### src/rtl/serial2parallel_pkg.sv
// Shared helpers for the serial2parallel receive path.
package serial2parallel_pkg;

    // Number of bits needed to hold the unsigned value 'value' (at least 1).
    function automatic int get_width(input int value);
        int width;
        width = 1;
        for (int i = 1; i < 31; i++) begin
            if ((value >>> i) != 0) begin
                width = i + 1;
            end else begin
                width = width;
            end
        end
        return width;
    endfunction

endpackage

### src/rtl/bit_sync.sv
// Two-flop synchronizer bringing one asynchronous line into the clk domain.
module bit_sync (
    input  logic clk,
    input  logic rst,
    input  logic d,
    output logic q
);

    logic meta_r;
    logic sync_r;

    // Two-stage metastability filter, cleared by the async active-low reset.
    always_ff @(posedge clk or negedge rst) begin
        if (!rst) begin
            meta_r <= 1'b0;
            sync_r <= 1'b0;
        end else begin
            meta_r <= d;
            sync_r <= meta_r;
        end
    end

    assign q = sync_r;

endmodule

### src/rtl/serial2parallel.sv
// Receive end of the s_clk/s_clr/s_dat serial link. The serial lines are
// synchronized into clk, s_clk rising edges shift bits into a word, and every
// DATA_BITS bits the word is published on data with a one-cycle valid pulse.
// A frame is aborted by s_clr or by a stalled s_clk; both pulse error when a
// partial frame is thrown away.
module serial2parallel
    import serial2parallel_pkg::*;
#(
    parameter int P_CLK_FREQ  = 100,
    parameter int S_CLK_FREQ  = 20,
    parameter int DATA_BITS   = 64,
    parameter int CODE_ENDIAN = 1,
    parameter int TIMEOUT     = 8 * P_CLK_FREQ / S_CLK_FREQ
) (
    input  logic                 clk,
    input  logic                 rst,
    input  logic                 s_clk,
    input  logic                 s_clr,
    input  logic                 s_dat,
    output logic [DATA_BITS-1:0] data,
    output logic                 valid,
    output logic                 busy,
    output logic                 error
);

    localparam int CNT_W  = get_width(DATA_BITS);
    localparam int IDLE_W = get_width(TIMEOUT);

    localparam logic [CNT_W-1:0]  CNT_ONE   = CNT_W'(1);
    localparam logic [CNT_W-1:0]  LAST_BIT  = CNT_W'(DATA_BITS - 1);
    localparam logic [IDLE_W-1:0] IDLE_ONE  = IDLE_W'(1);
    localparam logic [IDLE_W-1:0] IDLE_LAST = IDLE_W'(TIMEOUT - 1);
    localparam logic [IDLE_W-1:0] IDLE_MAX  = {IDLE_W{1'b1}};
    localparam logic [1:0]        ARM_DONE  = 2'd3;

    // Synchronized serial lines and edge detection.
    logic s_clk_sync_s;
    logic s_dat_sync_s;
    logic s_clr_sync_s;
    logic s_clk_d3_r;
    logic [1:0] arm_cnt_r;
    logic arm_done_s;
    logic rise_s;

    // Frame assembly state.
    logic [DATA_BITS-1:0] shift_r;
    logic [CNT_W-1:0]     bit_cnt_r;
    logic [IDLE_W-1:0]    idle_cnt_r;
    logic [DATA_BITS-1:0] data_r;
    logic                 valid_r;
    logic                 error_r;
    logic                 busy_r;

    // Next-state values.
    logic [DATA_BITS-1:0] full_word_s;
    logic [DATA_BITS-1:0] shift_nxt_s;
    logic [CNT_W-1:0]     bit_cnt_nxt_s;
    logic [IDLE_W-1:0]    idle_cnt_nxt_s;
    logic [DATA_BITS-1:0] data_nxt_s;
    logic                 valid_nxt_s;
    logic                 error_nxt_s;
    logic                 busy_s;

    bit_sync u_sync_clk (
        .clk (clk),
        .rst (rst),
        .d   (s_clk),
        .q   (s_clk_sync_s)
    );

    bit_sync u_sync_dat (
        .clk (clk),
        .rst (rst),
        .d   (s_dat),
        .q   (s_dat_sync_s)
    );

    bit_sync u_sync_clr (
        .clk (clk),
        .rst (rst),
        .d   (s_clr),
        .q   (s_clr_sync_s)
    );

    // Third s_clk stage for edge detection, and the post-reset arming counter
    // that hides the apparent edge of a line already high at reset release.
    always_ff @(posedge clk or negedge rst) begin
        if (!rst) begin
            s_clk_d3_r <= 1'b0;
            arm_cnt_r  <= 2'd0;
        end else begin
            s_clk_d3_r <= s_clk_sync_s;
            if (arm_cnt_r != ARM_DONE) begin
                arm_cnt_r <= arm_cnt_r + 2'd1;
            end else begin
                arm_cnt_r <= arm_cnt_r;
            end
        end
    end

    assign arm_done_s = (arm_cnt_r == ARM_DONE);
    assign rise_s     = s_clk_sync_s & ~s_clk_d3_r & arm_done_s;
    assign busy_s     = (bit_cnt_r != '0);

    // Shift register with the newest bit merged in, in the configured bit order.
    always_comb begin
        full_word_s = shift_r;
        if (CODE_ENDIAN != 0) begin
            full_word_s = {shift_r[DATA_BITS-2:0], s_dat_sync_s};
        end else begin
            full_word_s = {s_dat_sync_s, shift_r[DATA_BITS-1:1]};
        end
    end

    // Frame control: clear beats a rise, a rise beats the stall timeout.
    always_comb begin
        shift_nxt_s    = shift_r;
        bit_cnt_nxt_s  = bit_cnt_r;
        idle_cnt_nxt_s = idle_cnt_r;
        data_nxt_s     = data_r;
        valid_nxt_s    = 1'b0;
        error_nxt_s    = 1'b0;
        if (s_clr_sync_s) begin
            shift_nxt_s    = '0;
            bit_cnt_nxt_s  = '0;
            idle_cnt_nxt_s = '0;
            error_nxt_s    = busy_s;
        end else if (rise_s) begin
            idle_cnt_nxt_s = '0;
            if (bit_cnt_r == LAST_BIT) begin
                data_nxt_s    = full_word_s;
                valid_nxt_s   = 1'b1;
                shift_nxt_s   = '0;
                bit_cnt_nxt_s = '0;
            end else begin
                shift_nxt_s   = full_word_s;
                bit_cnt_nxt_s = bit_cnt_r + CNT_ONE;
            end
        end else if (busy_s && (idle_cnt_r == IDLE_LAST)) begin
            shift_nxt_s    = '0;
            bit_cnt_nxt_s  = '0;
            idle_cnt_nxt_s = '0;
            error_nxt_s    = 1'b1;
        end else if (busy_s) begin
            if (idle_cnt_r != IDLE_MAX) begin
                idle_cnt_nxt_s = idle_cnt_r + IDLE_ONE;
            end else begin
                idle_cnt_nxt_s = idle_cnt_r;
            end
        end else begin
            idle_cnt_nxt_s = '0;
        end
    end

    // Frame state and registered outputs.
    always_ff @(posedge clk or negedge rst) begin
        if (!rst) begin
            shift_r    <= '0;
            bit_cnt_r  <= '0;
            idle_cnt_r <= '0;
            data_r     <= '0;
            valid_r    <= 1'b0;
            error_r    <= 1'b0;
            busy_r     <= 1'b0;
        end else begin
            shift_r    <= shift_nxt_s;
            bit_cnt_r  <= bit_cnt_nxt_s;
            idle_cnt_r <= idle_cnt_nxt_s;
            data_r     <= data_nxt_s;
            valid_r    <= valid_nxt_s;
            error_r    <= error_nxt_s;
            busy_r     <= (bit_cnt_nxt_s != '0);
        end
    end

    assign data  = data_r;
    assign valid = valid_r;
    assign busy  = busy_r;
    assign error = error_r;

endmodule

### config.mk
export PLATFORM = sky130hd
export DESIGN_NAME = serial2parallel
export DESIGN_NICKNAME = d
export VERILOG_FILES = /design/src/rtl/serial2parallel_pkg.sv /design/src/rtl/bit_sync.sv /design/src/rtl/serial2parallel.sv
export SDC_FILE = /design/constraint.sdc
export NUM_CORES = 1
export LEC_CHECK = 0
export ABC_AREA = 1
export BUFFER_PORTS_ARGS = -buffer_cell sky130_fd_sc_hd__buf_2
export CAP_MARGIN = 20
export CORE_MARGIN = 8
export CORE_UTILIZATION = 45
export DETAILED_ROUTE_END_ITERATION = 10
export SLEW_MARGIN = 10
export SYNTH_ARGS = -nofsm -noshare
export SYNTH_HDL_FRONTEND = slang
export SYNTH_SLANG_ARGS = --single-unit
### constraint.sdc
create_clock -name clk -period 2.1 [get_ports clk]
set_input_delay 0.21 -clock clk [delete_from_list [all_inputs] [get_ports clk]]
set_output_delay 0.21 -clock clk [all_outputs]
set_load 0.005 [all_outputs]
# Word-level counts from Yosys, hierarchy flattened

Cells that the tools add are included.

Logic and storage cells: 52
Register bits: 152
Latch bits: 0
RAM bits: 0
Memories kept: 0
Bits of input ports: 5
Bits in read-only memories: 0

Add/subtract/negate cells: 3
Shift operators: 0
Order comparisons: 0
Multiplexer cells: 19
Divide/modulo/power cells: 0
Reduce and logical (&&, ||, !) cells: 5
Bitwise logic cells: 4
Equal/unequal tests: 6
$mul: 0

Operator list:

| kind                | number |
|---|---|
| $mux 63             | 4 |
| $mux 6              | 5 |
| $mux 7              | 4 |
| $reduce_bool 7->1   | 2 |
| $add 7x1->7 const B | 1 |
| $eq 7x6->1 const B  | 1 |
| $add 6x1->6 const B | 1 |
| $eq 6x6->1 const B  | 1 |
| $mux 1              | 6 |
| $ne 6x6->1 const B  | 1 |
| $ne 5x2->1 const B  | 1 |
| $reduce_and 3->1    | 1 |
| $reduce_bool 3->1   | 1 |
| $add 2x1->2 const B | 1 |
| $and 1x1->1         | 2 |
| $eq 2x2->1 const B  | 1 |
| $ne 2x2->1 const B  | 1 |
| $not 1->1           | 2 |
| $logic_and 1x1->1   | 1 |

# Logic depth before layout (Yosys ltp)

Depth in word-level cells: 6
Depth in mapped cells: 13
Depth with buffers taken out: 12

# Modules after synthesis

Synthesis repeated with hierarchy kept, for this count alone.

Cells, all modules: 551
Area total of the unflattened synthesis: 6,138.4 µm²

By module, submodules not included:

| module          | area an instance (µm²) | cells an instance | instances |
|---|---|---|---|
| serial2parallel | 5,988.2                | 545               | 1 |
| bit_sync        | 50.0                   | 2                 | 3 |

# Worst setup path after synthesis

OpenSTA, ideal clock, no wires.

Kind: register -> register
Start point: register arm_cnt_r[0]
End point: register data_r[10], in the netlist data[10]
Arrival time: 1,484 ps
Setup time: 118 ps
Path slack: 498 ps
Stages on the path, launching flop included: 13
Cell sequence: dfrtp_1 -> ha_1 -> nand2_1 -> nor2_4 -> inv_2 -> nor2_4 -> inv_2 -> nor2_4 -> inv_2 -> buf_6 -> buf_6 -> nand2_1 -> o21ai_2

Word-level cells in the longest chain between the ends: 3

Ends and longest elaborated chain:

| item                       | line                   | source |
|---|---|---|
| from (decl)                | serial2parallel.sv:41  | `logic [1:0] arm_cnt_r;` |
| from (signal assigned)     | serial2parallel.sv:94  | `arm_cnt_r <= arm_cnt_r + 2'd1;` |
| from (signal assigned)     | serial2parallel.sv:96  | `arm_cnt_r <= arm_cnt_r;` |
| $eq 2x2->1                 | serial2parallel.sv:101 | `assign arm_done_s = (arm_cnt_r == ARM_DONE);` |
| $and 1x1->1                | serial2parallel.sv:102 | `assign rise_s = s_clk_sync_s & ~s_clk_d3_r & arm_done_s;` |
| $reduce_and 3->1 (no line) | n/a                    |  |
| to (signal assigned)       | serial2parallel.sv:169 | `data_r <= data_nxt_s;` |
| to (decl)                  | serial2parallel.sv:49  | `logic [DATA_BITS-1:0] data_r;` |

Every way passes these cells.
A chain may end at the register's enable or synchronous reset.

# Worst setup path after layout

Start point: register bit_cnt_r[0]
End point: register idle_cnt_r[2]

Word-level cells in the longest chain between the ends: 5

Ends and longest elaborated chain:

| item                                        | line                                           | source |
|---|---|---|
| from (decl)                                 | serial2parallel.sv:47                          | `logic [CNT_W-1:0] bit_cnt_r;` |
| from (signal assigned)                      | serial2parallel.sv:167                         | `bit_cnt_r <= bit_cnt_nxt_s;` |
| $reduce_bool 7->1 (*)                       | serial2parallel.sv:103                         | `assign busy_s = (bit_cnt_r != '0);` |
| $mux 6 or $logic_and 1x1->1 (tied branches) | serial2parallel.sv:144, serial2parallel.sv:139 |  |
| $mux 6                                      | serial2parallel.sv:139                         | `end else if (busy_s && (idle_cnt_r == IDLE_LAST)) begin` |
| $mux 6                                      | serial2parallel.sv:128                         | `end else if (rise_s) begin` |
| $mux 6                                      | serial2parallel.sv:123                         | `if (s_clr_sync_s) begin` |
| to (signal assigned)                        | serial2parallel.sv:168                         | `idle_cnt_r <= idle_cnt_nxt_s;` |
| to (decl)                                   | serial2parallel.sv:48                          | `logic [IDLE_W-1:0] idle_cnt_r;` |

Every way passes the cells marked *; elsewhere a longest branch is shown, timed or not.

==> metrics.txt <==
core area=0.0131 mm^2; CTS tree=yes; Final Hold Fails=0; n_diodes=0; worst-path fanout max=7; worst hold path type=in -> async; setup bufs post-CTS=0; yosys warns=0; final core utilization=54.6%; Port Buffers=71; pin count of the biggest net entering global routing=57; status=complete, no violations; Via density=4.79; Max-Cap Viols=0; P_leak=about 0.0035 uW; Min Clock Period, post-route=1.82 ns; die width=roughly 130 um; Net Count, Synth=558; r2r startpoint=bit_cnt_r[0]; Commonest cells post-synth=dfrtp_1 (152), nand2_1 (105), inv_1 (84); NumNets Final=636; die area=0.0173 mm^2; Syn Area/Cell=11.0 um^2; vias in the first global route=between 4000 and 5000; most instantiated library cell after synthesis=dfrtp_1; commonest register cell after synthesis=dfrtp_1; Area Overhead vs Synth=19.3%; Num CTS Buffers=17; row cnt=42; Worst-Skew Late Latency=about 0.4 ns; Crit path arrival time=about 2.1 ns; CP max stage cell=dfrtp_1; relative slew slack=66.9%; initial antenna violation count=0; Die Y=132 um; count of cell types in the netlist=23; Cell Area, Synth=0.00601 mm^2; Max clock buf depth=2; Routed WL per cell=13.6 um; Overflow after GRT=0; H-tree lvl count=4; Setup crit start=bit_cnt_r[0]; RSZ-0062 raised after global routing=no; fill cell count=1160; Slew @ Worst Pin=just under 0.5 ns; slowest cell delay on critical path=0.41 ns; GR Util All Layers=13.7%; wirelength, routed=around 11000 um; Most common cell on crit path=inv_1; critical path launch point type=register; CTS root buf=clkbuf_16; Sequential cell area=0.00380 mm^2; DR vias=3908; gpl congestion=about 0.84; Post-synth EDFFs=0; area leader, netlist=dfrtp_1; remaining antenna violation count=0; top post-synthesis cells by area=dfrtp_1 (63%), o21ai_2 (9.0%), o22ai_1 (6.6%); Worst-path clk slew=0.05 ns; highest clock rate=0.549 GHz; setup TNS=0 ns; Post-route DRC=0; Post-Syn Instances=~550; I/O Pins=72; placed cell area=0.00653 mm^2; multi-input logic area=0.00167 mm^2; CP Class=reg -> reg; power per cell area=874 mW/mm^2; post-synthesis sequential area ratio=63.2%; share of layout cells above drive strength 1=28.6%; Initial Util=around 46%; fin area=0.00718 mm^2; Worst EP required=around 2.4 ns; Setup crit end kind=register; first-pass GRT wire length=19600 um; 1st-iter DRT viols=379; Design Power=6270 uW; clk_skew=between 0.005 and 0.006 ns; period utilization=86.7%; critical-path cell list=inv_1, ha_1, inv_1, nor2_1, nand3_1, nand2_2, nand3_2, inv_1, nand2_1, a211oi_1; Slew Viols, Final=0; Max VDD drop=0.000557 V; Synth top area share=between 60 and 70%; TritonRoute pass-1 iters=4; Detailed Place HPWL=around 7500 um; Async SR Flop Fraction=100%; Yosys reg bits=between 150 and 200; clock sinks=152; Final setup viols=0
==> final cells by class <==
cell class              instances  area share, %
inverters                      87           4.59
clock buffers                  23           6.38
clock inverters                 9           2.06
flip-flops and latches        152           53.0
well taps                     176           3.07
multi-input cells             283           23.3
repair buffers                 86           7.62
==> placed cells by master, fill, tap and decap left out, types with 3 or more instances in the layout <==
master / count
buf_4: 6
o21ai_2: 62
buf_2: 70
xnor2_1: 4
buf_12: 5
a21oi_1: 3
ha_1: 4
nor2_1: 14
dfrtp_1: 152
clkbuf_1: 5
o22ai_1: 63
o21ai_0: 4
dlygate4sd3_1: 4
nor2_4: 3
inv_1: 84
bufinv_16: 4
clkbuf_16: 17
clkinv_2: 4
nand3_1: 9
nand2_1: 103
==> critical path: cells and delay by family, from the launching register on <==
kind                       cells  cell delay, ns
and+or+nand+nor                5            0.67
DFF                            1            0.41
buffers and inverters          3            0.26
AOI/OAI and AO/OA              1            0.21
adders and majority gates      1            0.16
==> routing by layer <==
layer	up-vias	wire length, um	GRT usage (%)
met5	-	0	0
met4	0	220	6.76
met3	19	508	4.00
met2	86	5280	21.5
met1	1860	5130	17.1
li1	1943	-	-
==> through the flow <==
step                      std cells  setup slack [ns]  hold slack, ns
after floorplan                 549             0.498         -0.0856
after global placement          780             0.271           0.196
after detailed placement        780             0.218           0.200
after CTS                       816             0.195           0.319
after global routing            816            0.0661           0.341
final                           816             0.279           0.316
==> report_power, final <==
group	total, uW	switching, uW	internal [uW]
logic	208	145	62.0
clock network	3100	1090	2010
registers	2970	15.7	2950
total	6270	1250	5030
==> kinds of logic (layout without fill, tap and decap cells) <==
family                   count (synthesis)  count (layout)  share of synthesized area, %
flip-flops                             152             152                          63.2
AND/OR/NAND/NOR                        138             138                          9.44
AO/OA/AOI/OAI                          136             136                          16.6
buffers and inverters                  114             205                          9.13
adder cells (fa/ha/maj)                  4               4                         0.832
XOR/XNOR                                 4               4                         0.582
multiplexers                             1               1                         0.187
==> worst paths after layout <==
| path | to | slack [ns] | depth (start not counted) |
|---|---|---|---|
| worst max-delay path | idle_cnt_r[2] | 0.28 | 10 |
| worst min-delay path | error | 0.32 | 2 |
| worst max register to register | idle_cnt_r[2] | 0.28 | 10 |
| worst min register to register | u_sync_clr.q | 0.35 | 0 |
| max in group asynchronous | data[14] | 1.12 | 3 |
| min in group clk | u_sync_clr.q | 0.35 | 0 |
==> repair_timing <==
action / 4_1_cts / 5_1_grt
gates resized for setup: 0 / 1
hold buffers: 4 / 0
endpoints found under the hold margin: 51 / 0
setup endpoints to repair: 0 / 2
==> state kept, by name (all words and copies together), names as in the netlist <==
register           cells
arm_cnt_r              2
u_sync_dat.meta_r      1
u_sync_clr.q           1
u_sync_clr.meta_r      1
u_sync_dat.q           1
u_sync_clk.meta_r      1
idle_cnt_r             6
shift_r               63
error                  1
busy                   1
valid                  1
bit_cnt_r              7
s_clk_d3_r             1
u_sync_clk.q           1
data                  64
Power figures use the tool's default switching activity.
